$ cat config.mk
export PLATFORM = sky130hd
export DESIGN_NAME = cpu_multicycle
export DESIGN_NICKNAME = d
export VERILOG_FILES = /design/src/rtl/cpu_multicycle.sv
export SDC_FILE = /design/constraint.sdc
export NUM_CORES = 2
export LEC_CHECK = 0
export CAP_MARGIN = 15
export CORE_ASPECT_RATIO = 0.8
export CORE_UTILIZATION = 40
export CTS_CLUSTER_SIZE = 25
export DETAILED_ROUTE_END_ITERATION = 7
export MAX_ROUTING_LAYER = met4
export PLACE_DENSITY_LB_ADDON = 0.25
export SYNTH_ARGS = -nofsm -noshare
export SYNTH_HDL_FRONTEND = slang
export SYNTH_SLANG_ARGS = --single-unit
$ cat constraint.sdc
create_clock -name clk -period 5.4 [get_ports clk]
set_input_delay 0.54 -clock clk [delete_from_list [all_inputs] [get_ports clk]]
set_output_delay 0.54 -clock clk [all_outputs]
set_load 0.02 [all_outputs]
$ cat src/rtl/cpu_multicycle.sv
// rtl/cpu_multicycle.sv - multi-cycle MIPS-subset core with req/ready memory ports
//
// Ports:
//   clk, rst                  clock, asynchronous active-low reset
//   imem_req/addr/ready/rdata instruction fetch port (byte address relative to TEXT_BASE)
//   dmem_req/we/addr/wdata/ready/rdata  data port (byte address relative to DATA_BASE)
//   pc                        architectural PC of the current instruction
//   halted                    sticky fault flag (illegal opcode/funct, misaligned lw/sw)
//   dbg_sel, dbg_out          combinational register-file debug read
//   perf_cycles, perf_retired performance counters, built only with CPU_MC_PERF_EN
//
// Optional feature macro: CPU_MC_PERF_EN

module cpu_multicycle #(
   parameter logic [31:0] TEXT_BASE  = 32'h0040_0000,
   parameter logic [31:0] DATA_BASE  = 32'h1000_0000,
   parameter int          ADDR_WIDTH = 16
) (
   input  logic                  clk,
   input  logic                  rst,
   output logic                  imem_req,
   output logic [ADDR_WIDTH-1:0] imem_addr,
   input  logic                  imem_ready,
   input  logic [31:0]           imem_rdata,
   output logic                  dmem_req,
   output logic                  dmem_we,
   output logic [ADDR_WIDTH-1:0] dmem_addr,
   output logic [31:0]           dmem_wdata,
   input  logic                  dmem_ready,
   input  logic [31:0]           dmem_rdata,
   output logic [31:0]           pc,
   output logic                  halted,
   input  logic [4:0]            dbg_sel,
   output logic [31:0]           dbg_out,
   output logic [31:0]           perf_cycles,
   output logic [31:0]           perf_retired
);

   localparam logic [5:0] OP_R     = 6'h00;
   localparam logic [5:0] OP_J     = 6'h02;
   localparam logic [5:0] OP_JAL   = 6'h03;
   localparam logic [5:0] OP_BEQ   = 6'h04;
   localparam logic [5:0] OP_BNE   = 6'h05;
   localparam logic [5:0] OP_ADDI  = 6'h08;
   localparam logic [5:0] OP_ADDIU = 6'h09;
   localparam logic [5:0] OP_SLTI  = 6'h0A;
   localparam logic [5:0] OP_SLTIU = 6'h0B;
   localparam logic [5:0] OP_ANDI  = 6'h0C;
   localparam logic [5:0] OP_ORI   = 6'h0D;
   localparam logic [5:0] OP_XORI  = 6'h0E;
   localparam logic [5:0] OP_LUI   = 6'h0F;
   localparam logic [5:0] OP_LW    = 6'h23;
   localparam logic [5:0] OP_SW    = 6'h2B;

   localparam logic [5:0] F_SLL  = 6'h00;
   localparam logic [5:0] F_SRL  = 6'h02;
   localparam logic [5:0] F_SRA  = 6'h03;
   localparam logic [5:0] F_JR   = 6'h08;
   localparam logic [5:0] F_ADD  = 6'h20;
   localparam logic [5:0] F_ADDU = 6'h21;
   localparam logic [5:0] F_SUB  = 6'h22;
   localparam logic [5:0] F_SUBU = 6'h23;
   localparam logic [5:0] F_AND  = 6'h24;
   localparam logic [5:0] F_OR   = 6'h25;
   localparam logic [5:0] F_XOR  = 6'h26;
   localparam logic [5:0] F_NOR  = 6'h27;
   localparam logic [5:0] F_SLT  = 6'h2A;
   localparam logic [5:0] F_SLTU = 6'h2B;

   typedef enum logic [2:0] {
      S_FETCH,
      S_DECODE,
      S_EXEC,
      S_MEM,
      S_WB,
      S_HALT
   } state_t;

   state_t      state;
   logic [31:0] ir;
   logic [31:0] a_reg;
   logic [31:0] b_reg;
   logic [31:0] res;
   logic [31:0] regs [32];

   // Instruction fields, taken from the latched IR
   logic [5:0]  op;
   logic [4:0]  rs;
   logic [4:0]  rt;
   logic [4:0]  rd;
   logic [4:0]  shamt;
   logic [5:0]  funct;
   logic [15:0] imm;
   logic [25:0] target;

   assign op     = ir[31:26];
   assign rs     = ir[25:21];
   assign rt     = ir[20:16];
   assign rd     = ir[15:11];
   assign shamt  = ir[10:6];
   assign funct  = ir[5:0];
   assign imm    = ir[15:0];
   assign target = ir[25:0];

   logic [31:0] imm_sext;
   logic [31:0] imm_zext;
   logic [31:0] pc_plus4;
   logic [31:0] br_target;
   logic [31:0] jump_target;

   assign imm_sext    = {{16{imm[15]}}, imm};
   assign imm_zext    = {16'h0000, imm};
   assign pc_plus4    = pc + 32'd4;
   assign br_target   = pc_plus4 + {imm_sext[29:0], 2'b00};
   assign jump_target = {pc[31:28], target, 2'b00};

   logic       is_rtype;
   logic       legal;
   logic       is_j;
   logic       is_jal;
   logic       is_beq;
   logic       is_bne;
   logic       is_jr;
   logic       is_lw;
   logic       is_sw;
   logic       br_taken;
   logic [4:0] wb_addr;

   always_comb begin
      is_rtype = (op == OP_R);
      is_j     = (op == OP_J);
      is_jal   = (op == OP_JAL);
      is_beq   = (op == OP_BEQ);
      is_bne   = (op == OP_BNE);
      is_jr    = is_rtype && (funct == F_JR);
      is_lw    = (op == OP_LW);
      is_sw    = (op == OP_SW);
      br_taken = is_beq ? (a_reg == b_reg) : (a_reg != b_reg);
      wb_addr  = is_rtype ? rd : rt;
      legal    = 1'b0;
      case (op)
         OP_R: begin
            case (funct)
               F_SLL, F_SRL, F_SRA, F_JR,
               F_ADD, F_ADDU, F_SUB, F_SUBU,
               F_AND, F_OR, F_XOR, F_NOR,
               F_SLT, F_SLTU: legal = 1'b1;
               default:       legal = 1'b0;
            endcase
         end
         OP_J, OP_JAL, OP_BEQ, OP_BNE,
         OP_ADDI, OP_ADDIU, OP_SLTI, OP_SLTIU,
         OP_ANDI, OP_ORI, OP_XORI, OP_LUI,
         OP_LW, OP_SW: legal = 1'b1;
         default:      legal = 1'b0;
      endcase
   end

   // ALU; lw/sw reuse the addi path to form the effective address
   logic [31:0] alu_res;

   always_comb begin
      alu_res = 32'h0;
      case (op)
         OP_R: begin
            case (funct)
               F_SLL:          alu_res = b_reg << shamt;
               F_SRL:          alu_res = b_reg >> shamt;
               F_SRA:          alu_res = $signed(b_reg) >>> shamt;
               F_ADD, F_ADDU:  alu_res = a_reg + b_reg;
               F_SUB, F_SUBU:  alu_res = a_reg - b_reg;
               F_AND:          alu_res = a_reg & b_reg;
               F_OR:           alu_res = a_reg | b_reg;
               F_XOR:          alu_res = a_reg ^ b_reg;
               F_NOR:          alu_res = ~(a_reg | b_reg);
               F_SLT:          alu_res = {31'b0, $signed(a_reg) < $signed(b_reg)};
               F_SLTU:         alu_res = {31'b0, a_reg < b_reg};
               default:        alu_res = 32'h0;
            endcase
         end
         OP_ADDI, OP_ADDIU,
         OP_LW, OP_SW:  alu_res = a_reg + imm_sext;
         OP_SLTI:       alu_res = {31'b0, $signed(a_reg) < $signed(imm_sext)};
         OP_SLTIU:      alu_res = {31'b0, a_reg < imm_sext};
         OP_ANDI:       alu_res = a_reg & imm_zext;
         OP_ORI:        alu_res = a_reg | imm_zext;
         OP_XORI:       alu_res = a_reg ^ imm_zext;
         OP_LUI:        alu_res = {imm, 16'h0000};
         default:       alu_res = 32'h0;
      endcase
   end

   // pc only moves on state changes, so the fetch address is stable while requested
   assign imem_addr  = pc[ADDR_WIDTH-1:0] - TEXT_BASE[ADDR_WIDTH-1:0];
   assign dmem_wdata = b_reg;
   assign dbg_out    = regs[dbg_sel];

   always_ff @(posedge clk or negedge rst) begin
      if (!rst) begin
         state     <= S_FETCH;
         pc        <= TEXT_BASE;
         ir        <= 32'h0;
         a_reg     <= 32'h0;
         b_reg     <= 32'h0;
         res       <= 32'h0;
         imem_req  <= 1'b0;
         dmem_req  <= 1'b0;
         dmem_we   <= 1'b0;
         dmem_addr <= '0;
         halted    <= 1'b0;
         for (int i = 0; i < 32; i++) begin
            regs[i] <= 32'h0;
         end
      end else begin
         case (state)
            S_FETCH: begin
               // Out of reset the request is raised on the first edge;
               // every later entry into FETCH raises it on the way in.
               if (!imem_req) begin
                  imem_req <= 1'b1;
               end else if (imem_ready) begin
                  ir       <= imem_rdata;
                  imem_req <= 1'b0;
                  state    <= S_DECODE;
               end
            end
            S_DECODE: begin
               a_reg <= regs[rs];
               b_reg <= regs[rt];
               if (!legal) begin
                  halted <= 1'b1;
                  state  <= S_HALT;
               end else if (is_j || is_jal) begin
                  if (is_jal) begin
                     regs[31] <= pc_plus4;
                  end
                  pc       <= jump_target;
                  imem_req <= 1'b1;
                  state    <= S_FETCH;
               end else begin
                  state <= S_EXEC;
               end
            end
            S_EXEC: begin
               res <= alu_res;
               if (is_beq || is_bne) begin
                  pc       <= br_taken ? br_target : pc_plus4;
                  imem_req <= 1'b1;
                  state    <= S_FETCH;
               end else if (is_jr) begin
                  pc       <= a_reg;
                  imem_req <= 1'b1;
                  state    <= S_FETCH;
               end else if (is_lw || is_sw) begin
                  if (alu_res[1:0] != 2'b00) begin
                     halted <= 1'b1;
                     state  <= S_HALT;
                  end else begin
                     dmem_req  <= 1'b1;
                     dmem_we   <= is_sw;
                     dmem_addr <= alu_res[ADDR_WIDTH-1:0] - DATA_BASE[ADDR_WIDTH-1:0];
                     state     <= S_MEM;
                  end
               end else begin
                  state <= S_WB;
               end
            end
            S_MEM: begin
               if (dmem_ready) begin
                  dmem_req <= 1'b0;
                  dmem_we  <= 1'b0;
                  if (dmem_we) begin
                     pc       <= pc_plus4;
                     imem_req <= 1'b1;
                     state    <= S_FETCH;
                  end else begin
                     res   <= dmem_rdata;
                     state <= S_WB;
                  end
               end
            end
            S_WB: begin
               if (wb_addr != 5'd0) begin
                  regs[wb_addr] <= res;
               end
               pc       <= pc_plus4;
               imem_req <= 1'b1;
               state    <= S_FETCH;
            end
            S_HALT: begin
               state <= S_HALT;
            end
            default: begin
               state <= S_HALT;
            end
         endcase
      end
   end

`ifdef CPU_MC_PERF_EN
   logic [31:0] cycles_q;
   logic [31:0] retired_q;
   logic        retire;

   // An instruction completes on the edge that takes it back to FETCH
   always_comb begin
      retire = 1'b0;
      case (state)
         S_DECODE: retire = legal && (is_j || is_jal);
         S_EXEC:   retire = is_beq || is_bne || is_jr;
         S_MEM:    retire = dmem_ready && dmem_we;
         S_WB:     retire = 1'b1;
         default:  retire = 1'b0;
      endcase
   end

   always_ff @(posedge clk or negedge rst) begin
      if (!rst) begin
         cycles_q  <= 32'h0;
         retired_q <= 32'h0;
      end else begin
         if (state != S_HALT) begin
            cycles_q <= cycles_q + 32'd1;
         end
         if (retire) begin
            retired_q <= retired_q + 32'd1;
         end
      end
   end

   assign perf_cycles  = cycles_q;
   assign perf_retired = retired_q;
`else
   assign perf_cycles  = 32'h0;
   assign perf_retired = 32'h0;
`endif

endmodule

==> summary.txt <==
Run status
  • Status: finished, violations left
  • Failing checks: design-rule violations

Finish
  • Final Util: 0.4524
  • Share of layout cells above drive strength 1: 0.4037
  • Final Instance Area: 95810 µm²
  • Biggest register: regs
  • Synthesis-to-finish area growth: 12.35%
  • Fillcell total: 18965
  • Nets: 6837
  • Non-Filler Instances: 9503
  • Max reg flops: 1024

Placed design
  • Placement Cell Area: 90810 µm²
  • Placed Instances: 9236
  • Pre-CTS setup slack: 0.7477 ns
  • Quantity of I/O buffers inserted on ports: 204
  • Hpwl dp: 223600 µm
  • Routability cong.: 0.9840

Synthesis
  • Ys async rst share: 1.000
  • Synth top area cells: dfrtp_1 (35%), mux4_2 (27%), mux2_2 (14%)
  • Flop and latch count out of synthesis: 1207
  • Most instantiated cells after synthesis: dfrtp_1 (1206), mux2_2 (1034), mux4_2 (1015)
  • Top-area cell type share of the netlist area: 0.3539
  • Top_reg_cell synth: dfrtp_1
  • Post-synth EDFFs: 0
  • Most frequent cell after synthesis: dfrtp_1
  • Mapped cell area: 85280 µm²
  • Sequential share of the synthesized area: 0.3542
  • Library cells used by synthesis: 106
  • Cells after synthesis: 6595
  • Syn Area/Cell: 12.93 µm²
  • Area leader, netlist: dfrtp_1
  • Warnings, synthesis: 0

Clock tree
  • Clock-pin slew on the worst setup and hold paths: 0.06 ns
  • H-tree depth: 4
  • Total CTS buffers: 139
  • Worst-skew pair later-pin latency: 0.83 ns
  • Postcts setup bufs: 0
  • Root Driver: clkbuf_16
  • TritonCTS Sinks: 1207
  • Clock buffer depth: 3
  • CTS tree: done

Floorplan
  • CORE AREA: 211800 µm²
  • Chip height: 415.0 µm
  • Die ar.: 215100 µm²
  • Core Rows: 151
  • Initial core utilization: 0.4027
  • Ports: 269
  • Die Wd: 518.2 µm

Global route
  • Pin count of the biggest net entering global routing: 144
  • First-pass GRT wire length: 477300 µm
  • GRT Util Overall: 0.3168
  • Grt total ovfl: 0
  • Initial antenna violation count: 15
  • Vias in the first global route: 62556

Timing
  • Worst Tran Pin Value: 1.225 ns
  • Period Utilization, post-route: 0.8726
  • Slew margin rel.: 0.1805
  • Hold slack: 0.3306 ns
  • # setup viols final: 0
  • Minimum clock period: 4.712 ns
  • Setup ws final: 0.6877 ns
  • Worst Skew: 0.05997 ns
  • Setup TNS: 0 ns
  • RSZ-0062 raised after global routing: false
  • Final-report hold violation count: 0
  • Max frequency: 212.2 MHz
  • Fin. max-slew vios: 0

Routing
  • Wire per inst: 35.00 µm
  • DRC violations left: 78
  • DR pass1 iterations: 8
  • Total number of vias: 63773
  • Average vias per placed instance: 6.711
  • Initial DRC Count: 7720
  • Final antenna-violating net count: 0
  • Final WL: 332600 µm

Pwr
  • Combinational share of power: 0.567
  • Seq pwr share: 0.261
  • Power Density: 611.4 nW/µm²
  • Leak: 40.92 nW
  • Switching Fraction: 0.4585
  • P_sw: 26.86 mW
  • VDD IR max: 0.4029 mV
  • Tot Pwr: 58.57 mW
  • Internal: 31.72 mW
  • Clock power share: 0.172

Job
  • Maxcap violations: 0

Hold path
  • Hold WC Path Type: in -> reg

Worst setup path
  • Worst-path cell chain: ha_1 > nand3_1 > nor2_1 > buf_4 > nand3_1 > xnor2_1 > buf_4 > ha_1 > and3_1 > a221oi_1 > o21ai_0 > or2_2 > o221ai_1 > a21oi_1 > o31a_1 > a211oi_1 > a21oi_1 > o221ai_1
  • Startpoint types: flip-flop
  • Critical path arrival: 5.41 ns
  • Required time of the critical path: 6.10 ns
  • CP max FO: 8
  • Slowest cell on the critical path: dfrtp_1
  • Worst Setup End Kind: flip-flop
  • Critical path class: reg -> reg
  • Slowest Stage Delay on Critical Path: 0.47 ns
## power by group through the flow
stage          sequential, mW  combinational, mW  clock, mW
3_3_place_gp             15.2               32.3          0
2_1_floorplan            13.9               22.2          0
4_1_cts                  15.3               32.4       10.2
5_1_grt                  15.6               34.9       10.6
6_report                 15.3               33.2       10.1
3_5_place_dp             15.4               32.3          0
## worst max-delay path, delay by kind of cell, from the launching register on
family,cells,cell delay (ns)
AO/OA/AOI/OAI,8,1.83
AND/OR/NAND/NOR,5,1.17
adder cells (fa/ha/maj),2,0.65
flip-flops,1,0.47
buffers and inverters,2,0.38
XOR/XNOR,1,0.15
## per-layer routing
metal / part of all wire / wire [µm] / GRT usage
met1: 0.41 / 135600 / 0.4295
met2: 0.45 / 151000 / 0.4683
met3: 0.094 / 31150 / 0.06380
met4: 0.045 / 14820 / 0.1216
met5: 0 / 0 / -
## cells in the final DEF, fill, tap and decap left out, drive strengths merged, types with 63 or more instances in the layout
master | netlist | final
dfrtp | 1206 | 1206
mux2 | 1045 | 1045
mux4 | 1031 | 1031
nor2 | 401 | 401
buf | 314 | 311
a21oi | 274 | 274
nand2 | 221 | 221
ha | 205 | 205
o21ai | 199 | 199
clkdlybuf4s50 | 0 | 198
clkbuf | 438 | 194
inv | 145 | 153
mux2i | 149 | 149
xnor2 | 95 | 95
nor3 | 65 | 65
conb | 1 | 64
nand3 | 63 | 63
## layout make-up
type	count	area [µm²]	area share
tap	2830	3541	0.03696
antenna	4	10.01	0.0001045
clock buffer	194	3999	0.04174
clock inverter	61	829.5	0.008658
multi-input combinational	4550	51580	0.5383
inverter	147	556.8	0.005811
sequential	1207	30250	0.3157
timing repair buffer	510	5050	0.05271
## what timing repair did
action | 4_1_cts | 5_1_grt
endpoints found under the hold margin | 96 | 0
gates resized for setup | 0 | 0
hold buffers | 1 | 0
## logic make-up (layout without fill, tap and decap cells)
kind of cell,Yosys count,after routing,share of synthesized area
xor gates and xnor gates,116,116,0.01200
DFF,1207,1207,0.3542
and+or+nand+nor,937,937,0.04981
adders and majority gates,209,209,0.03102
AOI/OAI and AO/OA,999,999,0.07805
buffers and inverters,901,912,0.04635
other,1,68,0.00004397
muxes,2225,2225,0.4285
## path summary, 6_finish.rpt
check	startpoint	end	slack, ns	cells past startpoint
max	pc[2]	pc[26]	0.69	18
min	imem_rdata[10]	ir[10]	0.33	2
max reg2reg	pc[2]	pc[26]	0.69	18
min reg2reg	regs[1009]	regs[1009]	0.41	0
max in group asynchronous	rst	regs[869]	3.61	3
min in group asynchronous	rst	regs[855]	0.38	2
Note: power is estimated with default switching activity, not from simulation.
